[src/rtl/pipe_array_mult_if.sv]
// pipe_array_mult_if: operand/result handshake bundle for pipe_array_mult.
//   in_valid/in_ready/in_x/in_y : operand side (in_signed too when SIGNED_EN is defined)
//   out_valid/out_ready/out_p   : product side
//   busy                        : any pipeline stage holds a valid token
//   master = operand issuer / result consumer, slave = the multiplier.
// Optional feature macro: SIGNED_EN.
interface pipe_array_mult_if #(
  parameter int unsigned WIDTH = 8
);
  logic               in_valid;
  logic               in_ready;
  logic [WIDTH-1:0]   in_x;
  logic [WIDTH-1:0]   in_y;
`ifdef SIGNED_EN
  logic               in_signed;
`endif
  logic               out_valid;
  logic               out_ready;
  logic [2*WIDTH-1:0] out_p;
  logic               busy;

`ifdef SIGNED_EN
  modport master (output in_valid, in_x, in_y, in_signed, out_ready,
                  input  in_ready, out_valid, out_p, busy);
  modport slave  (input  in_valid, in_x, in_y, in_signed, out_ready,
                  output in_ready, out_valid, out_p, busy);
`else
  modport master (output in_valid, in_x, in_y, out_ready,
                  input  in_ready, out_valid, out_p, busy);
  modport slave  (input  in_valid, in_x, in_y, out_ready,
                  output in_ready, out_valid, out_p, busy);
`endif
endinterface

[src/rtl/pipe_array_mult.sv]
// pipe_array_mult: pipelined array multiplier. Each stage folds ROWS_PER_STAGE
// AND-gated partial-product rows into a carry-save (sum, carry) pair; the last
// stage also does the carry-propagate add, so latency is NSTAGE edges.
// Ports: clk, rst_n (async, active-low), bus (pipe_array_mult_if.slave):
//   in_valid/in_ready/in_x/in_y in, out_valid/out_ready/out_p out, busy.
// Optional: SIGNED_EN adds bus.in_signed, selecting a Baugh-Wooley signed
// product per token. Undefined -> unsigned only, same latency.
module pipe_array_mult #(
  parameter int unsigned WIDTH          = 8,
  parameter int unsigned ROWS_PER_STAGE = 2
) (
  input  logic              clk,
  input  logic              rst_n,
  pipe_array_mult_if.slave  bus
);
  localparam int unsigned PW     = 2 * WIDTH;
  localparam int unsigned NSTAGE = (WIDTH + ROWS_PER_STAGE - 1) / ROWS_PER_STAGE;
  // Baugh-Wooley correction constant: 2^WIDTH + 2^(2*WIDTH-1)
  localparam logic [PW-1:0] BW_CORR = (PW'(1) << WIDTH) | (PW'(1) << (PW - 1));

  logic              adv;
  logic              in_sgn;
  logic [NSTAGE-1:0] vld_q;
  logic [NSTAGE-1:0] sgn_q;
  logic [WIDTH-1:0]  x_q   [NSTAGE];
  logic [WIDTH-1:0]  y_q   [NSTAGE];
  logic [PW-1:0]     sum_q [NSTAGE];
  logic [PW-1:0]     car_q [NSTAGE];

  // stage inputs: index 0 is the operand port, index k is register k-1
  logic [NSTAGE-1:0] vld_c;
  logic [NSTAGE-1:0] sgn_c;
  logic [WIDTH-1:0]  x_c   [NSTAGE];
  logic [WIDTH-1:0]  y_c   [NSTAGE];
  logic [PW-1:0]     sum_c [NSTAGE];
  logic [PW-1:0]     car_c [NSTAGE];
  logic [PW-1:0]     sum_d [NSTAGE];
  logic [PW-1:0]     car_d [NSTAGE];
  logic [PW:0]       fin;

`ifdef SIGNED_EN
  assign in_sgn = bus.in_signed;
`else
  assign in_sgn = 1'b0;
`endif

  // Global stall: everything holds while the output token is refused
  assign adv           = !(vld_q[NSTAGE-1] && !bus.out_ready);
  assign bus.in_ready  = adv;
  assign bus.out_valid = vld_q[NSTAGE-1];
  assign bus.out_p     = sum_q[NSTAGE-1];
  assign bus.busy      = |vld_q;

  // One partial-product row y[i]&x at weight 2^i; signed tokens invert the
  // terms where exactly one operand bit is the MSB.
  function automatic logic [PW-1:0] pp_row(input logic [WIDTH-1:0] x,
                                           input logic yb, input int i,
                                           input logic sgn);
    logic [WIDTH-1:0] b;
    b = '0;
    for (int j = 0; j < int'(WIDTH); j++) begin
      b[j] = x[j] & yb;
      if (sgn && ((i == int'(WIDTH) - 1) != (j == int'(WIDTH) - 1)))
        b[j] = ~b[j];
    end
    return PW'(b) << i;
  endfunction

  // Stage input selection
  always_comb begin
    vld_c[0] = bus.in_valid;
    sgn_c[0] = in_sgn;
    x_c[0]   = bus.in_x;
    y_c[0]   = bus.in_y;
    sum_c[0] = in_sgn ? BW_CORR : '0;
    car_c[0] = '0;
    for (int k = 1; k < int'(NSTAGE); k++) begin
      vld_c[k] = vld_q[k-1];
      sgn_c[k] = sgn_q[k-1];
      x_c[k]   = x_q[k-1];
      y_c[k]   = y_q[k-1];
      sum_c[k] = sum_q[k-1];
      car_c[k] = car_q[k-1];
    end
  end

  // Carry-save row reduction per stage, then the final carry-propagate add
  always_comb begin
    logic [PW-1:0] a;
    logic [PW-1:0] c;
    logic [PW-1:0] pp;
    logic [PW-1:0] t;
    a  = '0;
    c  = '0;
    pp = '0;
    t  = '0;
    for (int s = 0; s < int'(NSTAGE); s++) begin
      a = sum_c[s];
      c = car_c[s];
      for (int r = 0; r < int'(ROWS_PER_STAGE); r++) begin
        if (s * int'(ROWS_PER_STAGE) + r < int'(WIDTH)) begin
          pp = pp_row(x_c[s], y_c[s][s * int'(ROWS_PER_STAGE) + r],
                      s * int'(ROWS_PER_STAGE) + r, sgn_c[s]);
          t  = a ^ c ^ pp;
          c  = ((a & c) | (a & pp) | (c & pp)) << 1;
          a  = t;
        end
      end
      sum_d[s] = a;
      car_d[s] = c;
    end
    fin = {1'b0, sum_d[NSTAGE-1]} + {1'b0, car_d[NSTAGE-1]};
  end

  // Stage registers; data loads only with a valid token so out_p holds on bubbles
  always_ff @(posedge clk or negedge rst_n) begin
    if (!rst_n) begin
      vld_q <= '0;
      sgn_q <= '0;
      for (int s = 0; s < int'(NSTAGE); s++) begin
        x_q[s]   <= '0;
        y_q[s]   <= '0;
        sum_q[s] <= '0;
        car_q[s] <= '0;
      end
    end else if (adv) begin
      for (int s = 0; s < int'(NSTAGE); s++) begin
        vld_q[s] <= vld_c[s];
        if (vld_c[s]) begin
          sgn_q[s] <= sgn_c[s];
          x_q[s]   <= x_c[s];
          y_q[s]   <= y_c[s];
          if (s == int'(NSTAGE) - 1) begin
            sum_q[s] <= fin[PW-1:0];
            car_q[s] <= '0;
          end else begin
            sum_q[s] <= sum_d[s];
            car_q[s] <= car_d[s];
          end
        end
      end
    end
  end

  // Unsigned products fit exactly; signed ones wrap modulo 2^PW by design
  a_no_carry_out: assert property (@(posedge clk) disable iff (!rst_n)
    (adv && vld_c[NSTAGE-1] && !sgn_c[NSTAGE-1]) |-> !fin[PW]);

endmodule
[src/flat_wrapper.sv]
// flat-port wrapper written by rule: the top's interface ports become plain ports
module pipe_array_mult_flat 
#(
  parameter int unsigned WIDTH          = 8,
  parameter int unsigned ROWS_PER_STAGE = 2
)
  (clk, rst_n, bus_in_valid, bus_in_x, bus_in_y, bus_out_ready, bus_in_ready, bus_out_valid, bus_out_p, bus_busy);
  pipe_array_mult_if #(.WIDTH(WIDTH)) bus_i ();
  input  logic clk;
  input  logic rst_n;
  input wire logic [$bits(bus_i.in_valid)-1:0] bus_in_valid;
  input wire logic [$bits(bus_i.in_x)-1:0] bus_in_x;
  input wire logic [$bits(bus_i.in_y)-1:0] bus_in_y;
  input wire logic [$bits(bus_i.out_ready)-1:0] bus_out_ready;
  output wire logic [$bits(bus_i.in_ready)-1:0] bus_in_ready;
  output wire logic [$bits(bus_i.out_valid)-1:0] bus_out_valid;
  output wire logic [$bits(bus_i.out_p)-1:0] bus_out_p;
  output wire logic [$bits(bus_i.busy)-1:0] bus_busy;
  assign bus_i.in_valid = bus_in_valid;
  assign bus_i.in_x = bus_in_x;
  assign bus_i.in_y = bus_in_y;
  assign bus_i.out_ready = bus_out_ready;
  assign bus_in_ready = bus_i.in_ready;
  assign bus_out_valid = bus_i.out_valid;
  assign bus_out_p = bus_i.out_p;
  assign bus_busy = bus_i.busy;
  pipe_array_mult #(.WIDTH(WIDTH), .ROWS_PER_STAGE(ROWS_PER_STAGE)) u_core (.clk(clk), .rst_n(rst_n), .bus(bus_i));
endmodule
[config.mk]
export PLATFORM = sky130hd
export DESIGN_NAME = pipe_array_mult_flat
export DESIGN_NICKNAME = d
export VERILOG_FILES = /design/src/rtl/pipe_array_mult_if.sv /design/src/rtl/pipe_array_mult.sv /design/src/flat_wrapper.sv
export SDC_FILE = /design/constraint.sdc
export NUM_CORES = 1
export LEC_CHECK = 0
export ABC_AREA = 1
export ABC_CLOCK_PERIOD_IN_PS = 8270
export CAP_MARGIN = 10
export CELL_PAD_IN_SITES_DETAIL_PLACEMENT = 0
export CELL_PAD_IN_SITES_GLOBAL_PLACEMENT = 2
export CORE_ASPECT_RATIO = 0.8
export CORE_MARGIN = 10
export CORE_UTILIZATION = 40
export DETAILED_ROUTE_END_ITERATION = 8
export GPL_TIMING_DRIVEN = 0
export HOLD_SLACK_MARGIN = 0.15
export PLACE_DENSITY = 0.93
export SYNTH_ARGS = -nofsm -noshare
export SYNTH_HDL_FRONTEND = slang
export SYNTH_SLANG_ARGS = --single-unit
[constraint.sdc]
create_clock -name clk -period 8.27 [get_ports clk]
set_input_delay 2.0675 -clock clk [delete_from_list [all_inputs] [get_ports clk]]
set_output_delay 2.0675 -clock clk [all_outputs]
set_load 0.05 [all_outputs]
# --- Word level (Yosys, flattened, before mapping) ---
# Cells that the tools add are included.
totals:
  register_bits: 148
  out_inout_bits: 19
  word_cells: 132
  inputBits: 20
op_classes:
  n_reduce_logical: 8
  n_bitwise: 109
  add_sub_neg: 1
ops:
  columns: ["operator", "count"]
  rows:
  - ["OR 15 bit", 12]
  - ["AND 15 bit", 7]
  - ["XOR 16 bit", 5]
  - ["AND 1 bit", 64]
  - ["AND 15 x 11 -> 15 bit", 2]
  - ["AND 15 x 12 -> 15 bit", 2]
  - ["AND 15 x 13 -> 15 bit", 2]
  - ["AND 15 x 14 -> 15 bit", 2]
  - ["AND 9 x 10 -> 10 bit", 2]
  - ["adder 16 bit", 1]
  - ["XOR 16 x 10 -> 16 bit", 1]
  - ["XOR 16 x 11 -> 16 bit", 1]
  - ["XOR 16 x 12 -> 16 bit", 1]
  - ["XOR 16 x 13 -> 16 bit", 1]
  - ["XOR 16 x 14 -> 16 bit", 1]
  - ["XOR 16 x 15 -> 16 bit", 1]
  - ["AND 10 bit", 1]
  - ["XOR 9 x 10 -> 10 bit", 1]
  - ["AND 8 x 9 -> 9 bit", 1]
  - ["XOR 8 x 9 -> 9 bit", 1]
  - ["AND reduction 2 bit", 4]
  - ["OR reduction 4 bit", 1]
  - ["zero test 1 bit", 2]
  - ["logical AND 1 bit", 1]
  - ["NOT 1 bit", 1]

# --- Logic depth before layout (Yosys ltp) ---
logic_depth:
  ltp_word: 8
  ltp_mapped: 16
  depth_no_buf: 15

# --- Least setup slack after synthesis ---
# OpenSTA, ideal clock, no wires.
synth_timing:
  path_type: "input -> output"
  from: "input port bus_out_ready"
  to: "output port bus_in_ready"
  path_buffers: 0
  stages: 2
  required_time_ns: 6.202
  arrival_time_ns: 2.564
  slack_ns: 3.639
  cell_sequence: "nor2_8 inv_1"
synth_via:
  elab_chain_len: 3
synth_rtl:
  columns: ["element", "line", "rtl"]
  rows:
  - ["start, declared", "flat_wrapper.sv:14", "input wire logic [$bits(bus_i.out_ready)-1:0] bus_out_ready;"]
  - ["zero test 1 bit", "pipe_array_mult.sv:48", "assign adv = !(vld_q[NSTAGE-1] && !bus.out_ready);"]
  - ["logical AND 1 bit", "pipe_array_mult.sv:48", null]
  - ["zero test 1 bit", "pipe_array_mult.sv:48", null]
  - ["end, declared", "flat_wrapper.sv:15", "output wire logic [$bits(bus_i.in_ready)-1:0] bus_in_ready;"]
# No other way between the ends.

# --- Final worst setup path ---
# Ends and elaborated chain as after synthesis.

==> metrics.txt <==
outcome=completed; DR WL/cell=13.8 um; Post-Synthesis Cells=675; r2r endpoint=u_core.bus.out_p[14]$_DFFE_PN0P_; DP Wirelength=10000 um; flop2flop setup slack=5.15 ns; via count=4276; Cell variety after synth=25; hold_buf cts=0; post-route clock skew=0.0104 ns; Max VDD drop=0.000259 V; TritonCTS clock tree=done; smallest hold slack=0.479 ns; Routed Antenna Nets=0; startpoint types=primary input; Critical Path AT=3.70 ns; RSZ-0062 raised after global routing=false; maxcap violations=0; highest clock rate=about 170 MHz; Tot GR Track Use=0.132; WS Path Type=primary input to output pin; fin. max-slew vios=0; Clock Path Buffers=2; Vert. Die Dim=around 130 um; crit path launch=bus_out_ready; setup TNS=0 ns; FF-to-FF Start=u_core.y_c[6]$_DFFE_PN0P_; Period minus WS final=~5.8 ns; CTS HTree Levels=3; final setup fails=0; global-route wire length before repair=~21000 um; total clock sinks=110; # diodes=0; gp weighted congestion=0.809; Post-CTS Resized=0; Crit Path Max Fanout=5; Placement Setup Slack=around 2.5 ns; slew margin rel.=0.538; grt ovf=0; CTS clk-pin slew, worst paths=0.07 ns; nets=800; worst hold path type=register to register; Die W=between 150 and 200 um; yosys warns=0; Top Ports=39; syn_nets=752; vias in the first global route=roughly 4200; crit end category=output pin; worst skew pair latency=roughly 0.36 ns; post-CTS setup buffers=0; via density per instance=around 4.7; worst path required time=6.20 ns; initial antenna violation count=0; fraction of layout cells with a size suffix above 1=0.0646; P_leak=between 3 and 4 nW; area of the mapped netlist=0.00590 mm^2; FF-to-FF path depth=13; # rows=39; Buffers on Ports=36; Worst-Margin Slew=around 0.69 ns; #FFs+latches synth=110; PnR worst setup slack=2.50 ns; Die ar.=0.0200 mm^2; Layout area overhead=16.3%; final WL=about 13000 um; number of remaining DRC errors=0; CTS root buffer=clkbuf_16; final core occ=0.478; post-synthesis sequential area ratio=0.467; Core Area=~0.014 mm^2; Final Hold Viols=0; period utilization=0.698; TritonRoute pass-1 iters=4; DR iter-0 viols=around 300; largest net degree at the start of global routing=slightly above 60; Starting Density=0.411; Cell Pwr Density=~360 mW/mm^2; syn avg cell area=8.74 um^2; CP Capture Point=bus_in_ready; total CTS buffers=9
synthesized netlist by cell type:
cell type	count	area share
nor2_4	2	0.0038
nor2_1	5	0.0032
buf_12	1	0.0034
nand3b_1	1	0.0013
o22ai_1	1	0.0011
a21oi_1	3	0.0025
fa_1	43	0.15
a31oi_1	2	0.0021
o21ai_0	16	0.014
nand4_1	2	0.0021
nand3_1	9	0.0076
clkbuf_1	7	0.0045
inv_4	1	0.0011
o21ai_1	12	0.010
nor2_8	3	0.010
buf_4	5	0.0064
buf_6	2	0.0038
ha_1	14	0.030
buf_2	11	0.0093
nor3_1	1	0.00085
nand2_1	333	0.21
inv_2	4	0.0025
dfrtp_1	110	0.47
xnor2_1	1	0.0015
inv_1	86	0.055
critical path, cell delays in order:
cell             delay, ns
clkdlybuf4s50_1       0.49
nor2_8                0.27
inv_1                 0.14
clkdlybuf4s50_1       0.72
cell type report:
class	count	area, um^2
fillers	1378	7490
plain buffers	26	161
inverters	91	344
flip-flops and latches	110	2750
multi-input cells	448	2640
clock inverters	4	77.6
well taps	184	230
repair buffers	37	385
clock buffers	12	267
where the power goes:
group | internal (mW) | switching (mW) | total, mW
combinational | 0.405 | 0.703 | 1.11
clock | 0.291 | 0.198 | 0.490
sequential | 0.737 | 0.139 | 0.876
total | 1.43 | 1.04 | 2.47
through the flow:
stage / area (um^2) / power [mW] / std cells
global placement: 6490 / 2.00 / 895
floorplan: 5900 / 1.66 / 675
global route: 6860 / 2.69 / 912
detailed placement: 6510 / 2.02 / 896
CTS: 6860 / 2.51 / 912
finish: 6860 / 2.47 / 912
sequential cells by signal, summed over array words and instances, names as in the netlist:
signal and cells:
u_core.bus.out_p 16, u_core.vld_q 4, u_core.x_c 24, u_core.y_c 12, u_core.sum_c 33, u_core.car_c 21
placed cells by master (no fill, tap or decap):
cell type	netlist	final
nor2_8	3	3
fa_1	43	43
dfrtp_1	110	110
buf_4	5	6
o22ai_1	1	1
nand3b_1	1	1
buf_12	1	1
clkdlybuf4s50_1	0	35
inv_4	1	1
clkbuf_1	7	7
xnor2_1	1	1
nand4_1	2	2
clkbuf_16	0	9
bufinv_16	0	2
clkinv_4	0	2
inv_2	4	4
buf_2	11	11
inv_1	86	86
o21ai_1	12	12
a31oi_1	2	2
nand2_1	333	333
clkbuf_8	0	3
a21oi_1	3	3
nor2_4	2	2
ha_1	14	14
buf_16	0	1
nor2_1	5	5
buf_6	2	2
o21ai_0	16	16
nand3_1	9	9
nor3_1	1	1
worst min path at each step:
stage / from / to / slack, ns / cells after the start
2_1_floorplan: u_core.sum_c[19]$_DFFE_PN0P_ / u_core.sum_c[19]$_DFFE_PN0P_ / 0.44 / 2
3_3_place_gp: u_core.bus.out_p[1]$_DFFE_PN0P_ / u_core.bus.out_p[1]$_DFFE_PN0P_ / 0.45 / 2
3_5_place_dp: u_core.bus.out_p[0]$_DFFE_PN0P_ / u_core.bus.out_p[0]$_DFFE_PN0P_ / 0.47 / 2
4_1_cts: u_core.bus.out_p[0]$_DFFE_PN0P_ / u_core.bus.out_p[0]$_DFFE_PN0P_ / 0.48 / 2
5_1_grt: u_core.bus.out_p[13]$_DFFE_PN0P_ / u_core.bus.out_p[13]$_DFFE_PN0P_ / 0.50 / 2
6_report: u_core.bus.out_p[0]$_DFFE_PN0P_ / u_core.bus.out_p[0]$_DFFE_PN0P_ / 0.48 / 2
routing by layer:
metal,share of wire,global-route usage,vias up,wire length [um]
met5,0,0,-,0
met1,0.51,0.190,2108,6450
li1,-,-,2097,-
met3,0.042,0.0416,7,525
met2,0.44,0.192,64,5510
met4,0.0064,0.0236,0,81
logic make-up (layout without fill, tap and decap cells):
group                      after synthesis  after routing  share of synthesized area
AOI/OAI and AO/OA                       34             34                     0.0295
DFF                                    110            110                      0.467
and+or+nand+nor                        356            356                      0.241
xor gates and xnor gates                 1              1                    0.00149
buffers and inverters                  117            170                     0.0857
adders and majority gates               57             57                      0.176
(Power assumes the default switching activity.)
